`src/rtl/reg_file_wb_ctrl.sv`:
```
// reg_file_wb_ctrl: write-port controller for the register file.
// After reset it zeroes every register through the single write port,
// then arbitrates that port round-robin between the ALU and load-unit
// writeback sources. All register-file controls come straight from flops.
module reg_file_wb_ctrl #(
  parameter int XLEN = 64,
  parameter int NREG = 32
) (
  input  logic                    clock,
  input  logic                    reset,
  input  logic                    alu_valid,
  output logic                    alu_ready,
  input  logic [$clog2(NREG)-1:0] alu_rd,
  input  logic [XLEN-1:0]         alu_data,
  input  logic                    mem_valid,
  output logic                    mem_ready,
  input  logic [$clog2(NREG)-1:0] mem_rd,
  input  logic [XLEN-1:0]         mem_data,
  output logic [$clog2(NREG)-1:0] write_reg,
  output logic [XLEN-1:0]         write_data,
  output logic                    reg_write,
  output logic                    init_done
);

  localparam int RW = $clog2(NREG);

  // Source encoding for the round-robin pointer.
  localparam logic SRC_ALU = 1'b0;
  localparam logic SRC_MEM = 1'b1;

  typedef enum logic {
    INIT = 1'b0,
    ARB  = 1'b1
  } state_t;

  state_t          state;
  state_t          state_next;
  logic [RW-1:0]   cnt;
  logic            last;
  logic            sweep_last;

  assign sweep_last = (cnt == RW'(NREG - 1));

  // State register: the sweep restarts on every reset.
  always_ff @(posedge clock) begin
    if (reset) state <= INIT;
    else       state <= state_next;
  end

  // Next state: leave the sweep once the final register has been issued.
  always_comb begin
    state_next = state;
    case (state)
      INIT:    if (sweep_last) state_next = ARB;
      ARB:     state_next = ARB;
      default: state_next = INIT;
    endcase
  end

  // Readies: a lone requester wins, a tie goes to the source not granted last.
  always_comb begin
    alu_ready = 1'b0;
    mem_ready = 1'b0;
    if (state == ARB) begin
      if (alu_valid && mem_valid) begin
        alu_ready = (last == SRC_MEM);
        mem_ready = (last == SRC_ALU);
      end else begin
        alu_ready = alu_valid;
        mem_ready = mem_valid;
      end
    end
  end

  // Write-port registers, sweep counter and round-robin pointer.
  always_ff @(posedge clock) begin
    if (reset) begin
      cnt        <= '0;
      last       <= SRC_MEM;
      reg_write  <= 1'b0;
      write_reg  <= '0;
      write_data <= '0;
      init_done  <= 1'b0;
    end else if (state == INIT) begin
      write_reg  <= cnt;
      write_data <= '0;
      reg_write  <= 1'b1;
      cnt        <= cnt + 1'b1;
      if (sweep_last) init_done <= 1'b1;
    end else if (alu_valid && alu_ready) begin
      last <= SRC_ALU;
      if (alu_rd != '0) begin
        reg_write  <= 1'b1;
        write_reg  <= alu_rd;
        write_data <= alu_data;
      end else begin
        reg_write  <= 1'b0;
        write_reg  <= '0;
        write_data <= '0;
      end
    end else if (mem_valid && mem_ready) begin
      last <= SRC_MEM;
      if (mem_rd != '0) begin
        reg_write  <= 1'b1;
        write_reg  <= mem_rd;
        write_data <= mem_data;
      end else begin
        reg_write  <= 1'b0;
        write_reg  <= '0;
        write_data <= '0;
      end
    end else begin
      reg_write <= 1'b0;
    end
  end

endmodule

```
`config.mk`:
```
export PLATFORM = sky130hd
export DESIGN_NAME = reg_file_wb_ctrl
export DESIGN_NICKNAME = d
export VERILOG_FILES = /design/src/rtl/reg_file_wb_ctrl.sv
export SDC_FILE = /design/constraint.sdc
export NUM_CORES = 1
export LEC_CHECK = 0
export ABC_AREA = 1
export ABC_CLOCK_PERIOD_IN_PS = 2500
export BUFFER_PORTS_ARGS = -buffer_cell sky130_fd_sc_hd__clkbuf_2
export CORE_MARGIN = 3
export CORE_UTILIZATION = 51
export CTS_CLUSTER_DIAMETER = 200
export DETAILED_ROUTE_END_ITERATION = 12
export PLACE_DENSITY = 0.87
export SYNTH_ARGS = -nofsm -noshare
export SYNTH_HDL_FRONTEND = slang
export SYNTH_SLANG_ARGS = --single-unit
```
`constraint.sdc`:
```
create_clock -name clock -period 2.5 [get_ports clock]
set_clock_uncertainty 0.05 [all_clocks]
set_input_delay 0.375 -clock clock [delete_from_list [all_inputs] [get_ports clock]]
set_output_delay 0.375 -clock clock [all_outputs]
set_load 0.005 [all_outputs]
```
-- Word level (Yosys, flattened, before mapping)
Cells that the tools add are included.
- $add $sub $neg: 1
- equal/unequal tests: 2
- mux-type cells: 22
- bitwise operators: 2
- reductions and logical operators: 9
- operators with widths (kind ; count):
    two-way mux 64 bit ; 4
    two-way mux 5 bit ; 5
    two-way mux 1 bit ; 12
    nonzero test 5 bit ; 2
    adder 5 x 1 -> 5 bit (second input constant) ; 1
    equality test 5 bit (second input constant) ; 1
    AND reduction 2 bit ; 2
    logical AND 1 bit ; 3
    != test 3 x 1 -> 1 bit (second input constant) ; 1
    NOT 1 bit ; 2
    one-hot mux 1 bit (2 select lines) ; 1
    nonzero test 2 bit ; 1
    OR reduction 2 bit ; 1
- register bits after elaboration: 78

-- Depth between registers and ports, before layout
Gate-level depths: netlist (run 1).
- depth after elaboration: 7
- mapped depth: 10

-- Least setup slack after synthesis (run 1)
OpenSTA, ideal clock, no wires.
- kind: input -> register
- start: input port alu_valid
- end: register write_data[25]
- setup time: 0.109 ns
- arrival: 1.181 ns
- slack: 1.161 ns
- stages: 10
- path buffers: 2
- cell sequence: nand2_2 inv_2 nor2_4 inv_2 buf_6 buf_6 o21ai_1 inv_1 nand2_1 inv_1
- cells in the longest elaborated chain, start to end: 5
- elaborated cells between the ends (all ways): 9
- ends and longest elaborated chain (item ; RTL line ; RTL):
    start, declared ; 11 ; input logic alu_valid,
    logical AND 1 bit ; 65 ; if (alu_valid && mem_valid) begin
    two-way mux 1 bit ; 65 ;
    two-way mux 1 bit ; 64 ; if (state == ARB) begin
    logical AND 1 bit (on tied branches) ; 90, 101 ;
    two-way mux 64 bit or nonzero test 2 bit (tied branches) ; - ;
    end signal, assigned ; 95 ; write_data <= alu_data;
    end signal, assigned ; 106 ; write_data <= mem_data;
    end, declared ; 20 ; output logic [XLEN-1:0] write_data,
Parallel ways exist; a longest one is shown, timed or not.
A chain may end at the register's enable or synchronous reset.

-- Worst setup path after layout (run 1)
- start: register state
- end: output port alu_ready
- cells in the longest elaborated chain, start to end: 1
- ends and longest elaborated chain (item ; RTL line ; RTL):
    start, declared ; 36 ; state_t state;
    start signal, assigned ; 47 ; else state <= state_next;
    two-way mux 1 bit ; 64 ;
    end, declared ; 12 ; output logic alu_ready,
No other way between the ends.

==> metrics.yaml, run 1 <==
sta:
  max_freq_ghz: 0.500
  final_max_slew_viol_count: 0
  setup_slack_ns: 0.498
  setup_viol: 0
  final_hold_viol_count: 0
  finalCritPeriodShare_pct: 80.1
  rsz0062_at_grt: "false"
  timing.setup.tns_ns: 0
  worst_slew_pin_slew_ns: 0.467
  max-slew-margin-rel_pct: 68.7
  finalCriticalPeriod_ns: 2.00
placed_design:
  post-place-ws_ns: 0.593
  dp_hpwl_mm: 8.99
  port_buffers: 214
  gp_congestion: 0.875
cts:
  cts-root-buf: "clkbuf_8"
  cts.clk_slew.worst_paths_ns: 0.08
  clock_latency_ns: 0.33
  cts_buffers: 9
  cts.htree.levels: 3
  cts_setup_buffers: 0
  cts_hold_buf: 0
  cts_tree: "done"
  clockBufferDepth: 2
  clock-sinks: 78
  cts_resized: 0
power:
  swShare_pct: 20.3
  power_switching_mw: 0.516
  p_int_mw: 2.03
  clockPowerShare_pct: 42.7
  vdd_drop_max_mv: 0.375
  p_comb_share_pct: 8.0
  p_per_area_nw_per_um2: 438
  power.leakage_nw: 3.77
  seqPwrFrac_pct: 49.3
route:
  drc: 0
  avgViaCountPerCell: 4.81
  wl_per_cell_um: 11.8
  dr_total_vias: 5012
  drt_iter0_drc: 171
  ant_nets: 0
  firstDrtPassIters: 5
  wl_mm: 12.3
floorplanning:
  dieArea_um2: 9950
  num_rows: 33
  io_pins: 215
  initial_core_util_pct: 53.5
  core-area_um2: 8380
  chipWidth_um: 99.7
  die_height_um: 99.7
critical_path:
  crit_type: "reg2out"
  critPathSlowestCell: "dfxtp_1"
  end_kind: "output pin"
  required_ns: 2.08
  r2r-end: "write_data[11]"
  reg2reg_slack_ns: 0.55
  crit_chain: "nand2_2 -> a21oi_4 -> clkbuf_2"
  worstPathArrival_ns: 1.58
  cp_max_fo: 13
  cp-start-kind: "register"
  slowest_delay_ns: 0.57
  r2r-start: "state"
  ff2ff_path_depth: 9
yosys:
  syn-num-nets: 890
  synth_top_family_by_area: "simple AND/OR/NAND/NOR gates"
  synth.yosys.warnings: 0
  synth-simple-area-share_pct: 34.7
  synth_compound_gate_area_share_pct: 8.51
  syn_inst: 746
  synth.ff_latch_count: 78
  synth_xor_area_share_pct: 0
  yosysUniqueCellTypes: 23
  netlist_area_um2: 4480
  yosys-mux-area-fraction_pct: 0
  avgSynthCellArea_um2: 6.01
  synth_seq_area_share_pct: 34.8
  synth-adder-area-share_pct: 0.558
grt:
  grt_busiest_layer: "met2"
  met2_usage_pct: 40.3
  antenna_found_initial: 0
  grt_util_met3_pct: 7.29
  grt.met1_usage_pct: 30.5
  gr-total-overflow: 0
  grt_pass1_wl_mm: 19.9
  grt_max_degree: 73
  grt_pass1_vias: 4392
  track_usage_pct: 24.3
final_layout:
  drive_gt1_share_pct: 26.5
  num-fill-cells: 777
  areaGrowthSynthToFinish_pct: 29.5
  layout_commonest_cell: "clkbuf_2"
  largest_register_ffs: 64
  nNetsFinal: 1077
  diodes: 0
  most-common-layout-cells: "clkbuf_2 (214), inv_1 (174), nand3_1 (163)"
hold_path:
  holdCritPathClass: "in2reg"
  whs_path_depth: 5
  min-delay-start: "mem_data[19]"
  worst_hold_path.endpoint: "write_data[19]"
job:
  maxCapViolations: 0
status:
  status: "complete, no violations"
==> power by group through the flow <==
stage          clock (mW)  combinational [mW]  sequential (mW)
2_1_floorplan           0              0.0730             1.28
3_3_place_gp            0               0.201             1.28
3_5_place_dp            0               0.201             1.28
4_1_cts              1.11               0.204             1.25
5_1_grt              1.17               0.229             1.25
6_report             1.08               0.204             1.25
==> cells by family after synthesis <==
logic type,after synthesis
simple gates,354
buf+inv,237
fa+ha+maj,2
flops,78
compound gates,75
==> cells in the mapped netlist <==
cell / instances / area share [%]
buf_4: 2 / 0.33
nor2_4: 1 / 0.25
o211ai_1: 1 / 0.17
nor2_2: 1 / 0.14
nor3_1: 4 / 0.45
dfxtp_1: 78 / 35
clkbuf_2: 1 / 0.11
o21ai_1: 24 / 2.7
nand3_1: 165 / 18
o21ai_0: 39 / 4.4
buf_2: 24 / 2.7
inv_1: 174 / 15
clkbuf_1: 11 / 0.92
nor2_1: 58 / 4.9
a21oi_2: 1 / 0.20
ha_1: 2 / 0.56
buf_6: 4 / 1.0
a21oi_1: 10 / 1.1
nand2_2: 2 / 0.28
clkinv_1: 10 / 0.84
inv_2: 4 / 0.33
nand2_1: 123 / 10
buf_1: 7 / 0.59
==> area by class of cell <==
| class | instances | area, µm² | share of cell area [%] |
|---|---|---|---|
| multi-input combinational | 431 | 1980 | 34.2 |
| sequential | 78 | 1560 | 26.9 |
| timing repair buffer | 225 | 1190 | 20.5 |
| inverter | 188 | 707 | 12.2 |
| clock buffer | 12 | 135 | 2.33 |
| tap | 105 | 131 | 2.26 |
| clock inverter | 4 | 95.1 | 1.64 |
==> worst max-delay path: cells and delay by family, from the launching register on <==
| kind | cells | cell delay [ns] |
|---|---|---|
| flops | 1 | 0.57 |
| compound gates | 1 | 0.34 |
| buf+inv | 1 | 0.19 |
| simple gates | 1 | 0.14 |
==> per-stage QoR <==
stage / instance area, µm² / std cells / power, mW / util, % / hold slack (ns)
floorplan: 4480 / 746 / 1.35 / - / 0.372
global placement: 5580 / 1027 / 1.48 / 66.5 / 0.384
detailed placement: 5580 / 1027 / 1.48 / 66.5 / 0.394
CTS: 5810 / 1043 / 2.57 / 69.3 / 0.284
global route: 5810 / 1043 / 2.66 / 69.3 / 0.299
finish: 5810 / 1043 / 2.54 / 69.3 / 0.294
==> how the worst max path moves through the flow <==
stage               from             end  slack [ns]  cells after the start
2_1_floorplan  alu_valid  write_data[25]        1.16                     10
3_3_place_gp       state  write_data[11]        0.61                      9
3_5_place_dp       state  write_data[11]        0.59                      9
4_1_cts            state       alu_ready        0.47                      3
5_1_grt            state       mem_ready        0.37                      5
6_report           state       alu_ready        0.50                      3
==> layer usage <==
metal  share of wire, %  vias up
met2                 48      195
met1                 41     2153
met4                2.5        0
li1                   -     2639
met3                8.4       25
met5                  0        -
Power figures use the tool's default switching activity.
==> run 2: changes to the inputs <==
Settings changed: ABC_CLOCK_PERIOD_IN_PS 2500 to 1900, CORE_UTILIZATION 51 to 47, PLACE_DENSITY 0.87 to 0.81.
Clock period 2.5 ns to 1.9 ns, I/O delays scaled along.
==> run 2 against run 1 <==
Routed wire length increased by 1.8%. Via count increased by 0.54%. Global-route usage decreased by 1.7 points. Sequential share of layout area decreased by 0.069 points. Critical path depth increased by 1. Sequential power increased by 32%. First-iteration DRC count increased by 24%. Die area increased by 8.0%. Sequential cell count unchanged. Non-clock buffer count increased by 2. Clock power about the same. Final cell count increased by 2.5%.
==> metrics.yaml, run 2 (same netlist as run 1, synthesis figures left out) <==
critical_path:
  required_ns: 1.56
  worstPathArrival_ns: 1.28
  cp-start-kind: "register"
  end_kind: "output pin"
  cp_max_fo: 28
  crit_type: "reg2out"
floorplanning:
  die_height_um: 104
  initial_core_util_pct: 48.5
  num_rows: 35
  dieArea_um2: 10700
  core-area_um2: 9240
  chipWidth_um: 104
  io_pins: 215
sta:
  max_freq_ghz: 0.618
  setup_viol: 0
  worst_slew_pin_slew_ns: 0.421
  finalCritPeriodShare_pct: 85.1
  final_hold_viol_count: 0
  timing.setup.tns_ns: 0
  finalCriticalPeriod_ns: 1.62
  rsz0062_at_grt: "false"
  final_max_slew_viol_count: 0
  max-slew-margin-rel_pct: 71.9
route:
  wl_per_cell_um: 11.7
  firstDrtPassIters: 5
  drc: 0
  dr_total_vias: 5039
  drt_iter0_drc: 212
  avgViaCountPerCell: 4.71
  wl_mm: 12.5
  ant_nets: 0
cts:
  cts.clk_slew.worst_paths_ns: 0.09
  clock-sinks: 78
  cts_setup_buffers: 0
  cts_resized: 0
  cts_buffers: 9
  cts.htree.levels: 3
  clockBufferDepth: 2
  clock_latency_ns: 0.33
  cts-root-buf: "clkbuf_8"
  cts_hold_buf: 0
  cts_tree: "done"
final_layout:
  diodes: 0
  largest_register_ffs: 64
  instances_no_fill: 1069
  layout_commonest_cell: "clkbuf_2"
  most-common-layout-cells: "clkbuf_2 (214), inv_1 (174), nand3_1 (163)"
  num-fill-cells: 902
  drive_gt1_share_pct: 27.0
  final_area_um2: 5820
  areaGrowthSynthToFinish_pct: 29.9
  nNetsFinal: 1079
  utilization_pct: 63.0
placed_design:
  dp_hpwl_mm: 9.20
  port_buffers: 214
  gp_congestion: 0.886
  placed_area_um2: 5650
  placed_cells: 1053
job:
  maxCapViolations: 0
power:
  power.total_mw: 3.02
  p_per_area_nw_per_um2: 519
  vdd_drop_max_mv: 0.318
  power.leakage_nw: 3.75
grt:
  grt_pass1_vias: 4425
  grt_pass1_wl_mm: 20.6
  gr-total-overflow: 0
  track_usage_pct: 22.7
  antenna_found_initial: 0
  grt_max_degree: 83
hold_path:
  holdCritPathClass: "in2reg"
status:
  status: "complete, no violations"
[run 2: cell types whose count changed in the layout (fill, tap and decap cells not counted), sizes merged]
cell	change
buf	+2
bufinv	-3
clkbuf	-2
clkinv	+2
clkinvlp	+3
[run 2: layer usage]
| metal | track usage (%) | up-vias | share of wire, % |
|---|---|---|---|
| met5 | 0 | - | 0 |
| met4 | 7.79 | 0 | 1.8 |
| met3 | 5.79 | 20 | 8.4 |
| met2 | 37.3 | 185 | 47 |
| met1 | 28.9 | 2191 | 42 |
| li1 | - | 2643 | - |
[run 2: power breakdown]
part	switching, mW	internal (mW)	leakage, nW
Sequential	0.00527	1.64	0.629
Clock	0.604	0.503	0.0841
Combinational	0.115	0.148	3.04
[run 2: cell type report]
class	count	area, µm²	share of cell area [%]
multi-input combinational	431	1980	34.1
sequential	78	1560	26.8
timing repair buffer	227	1230	21.2
inverter	188	707	12.1
clock inverter	6	37.5	0.645
clock buffer	10	138	2.36
tap	129	161	2.77
[run 2: final timing paths]
kind                     start        endpoint  slack [ns]  depth (start not counted)
setup / recovery         state       alu_ready        0.28                          4
hold / removal    alu_data[51]  write_data[51]        0.20                          5
setup reg to reg         state  write_data[18]        0.34                          9
hold reg to reg      init_done       init_done        0.44                          2
[run 2: stage by stage]
step | setup slack, ns | hold slack [ns]
5_1_grt | 0.210 | 0.206
3_5_place_dp | 0.289 | 0.401
6_report | 0.283 | 0.204
2_1_floorplan | 0.603 | 0.372
4_1_cts | 0.259 | 0.188
3_3_place_gp | 0.348 | 0.388
[run 2: worst max-delay path, stage by stage, from the launching register on]
cell and delay [ns]:
dfxtp_1 0.37, nand2_2 0.10, a21oi_4 0.16, buf_12 0.19, clkbuf_2 0.13
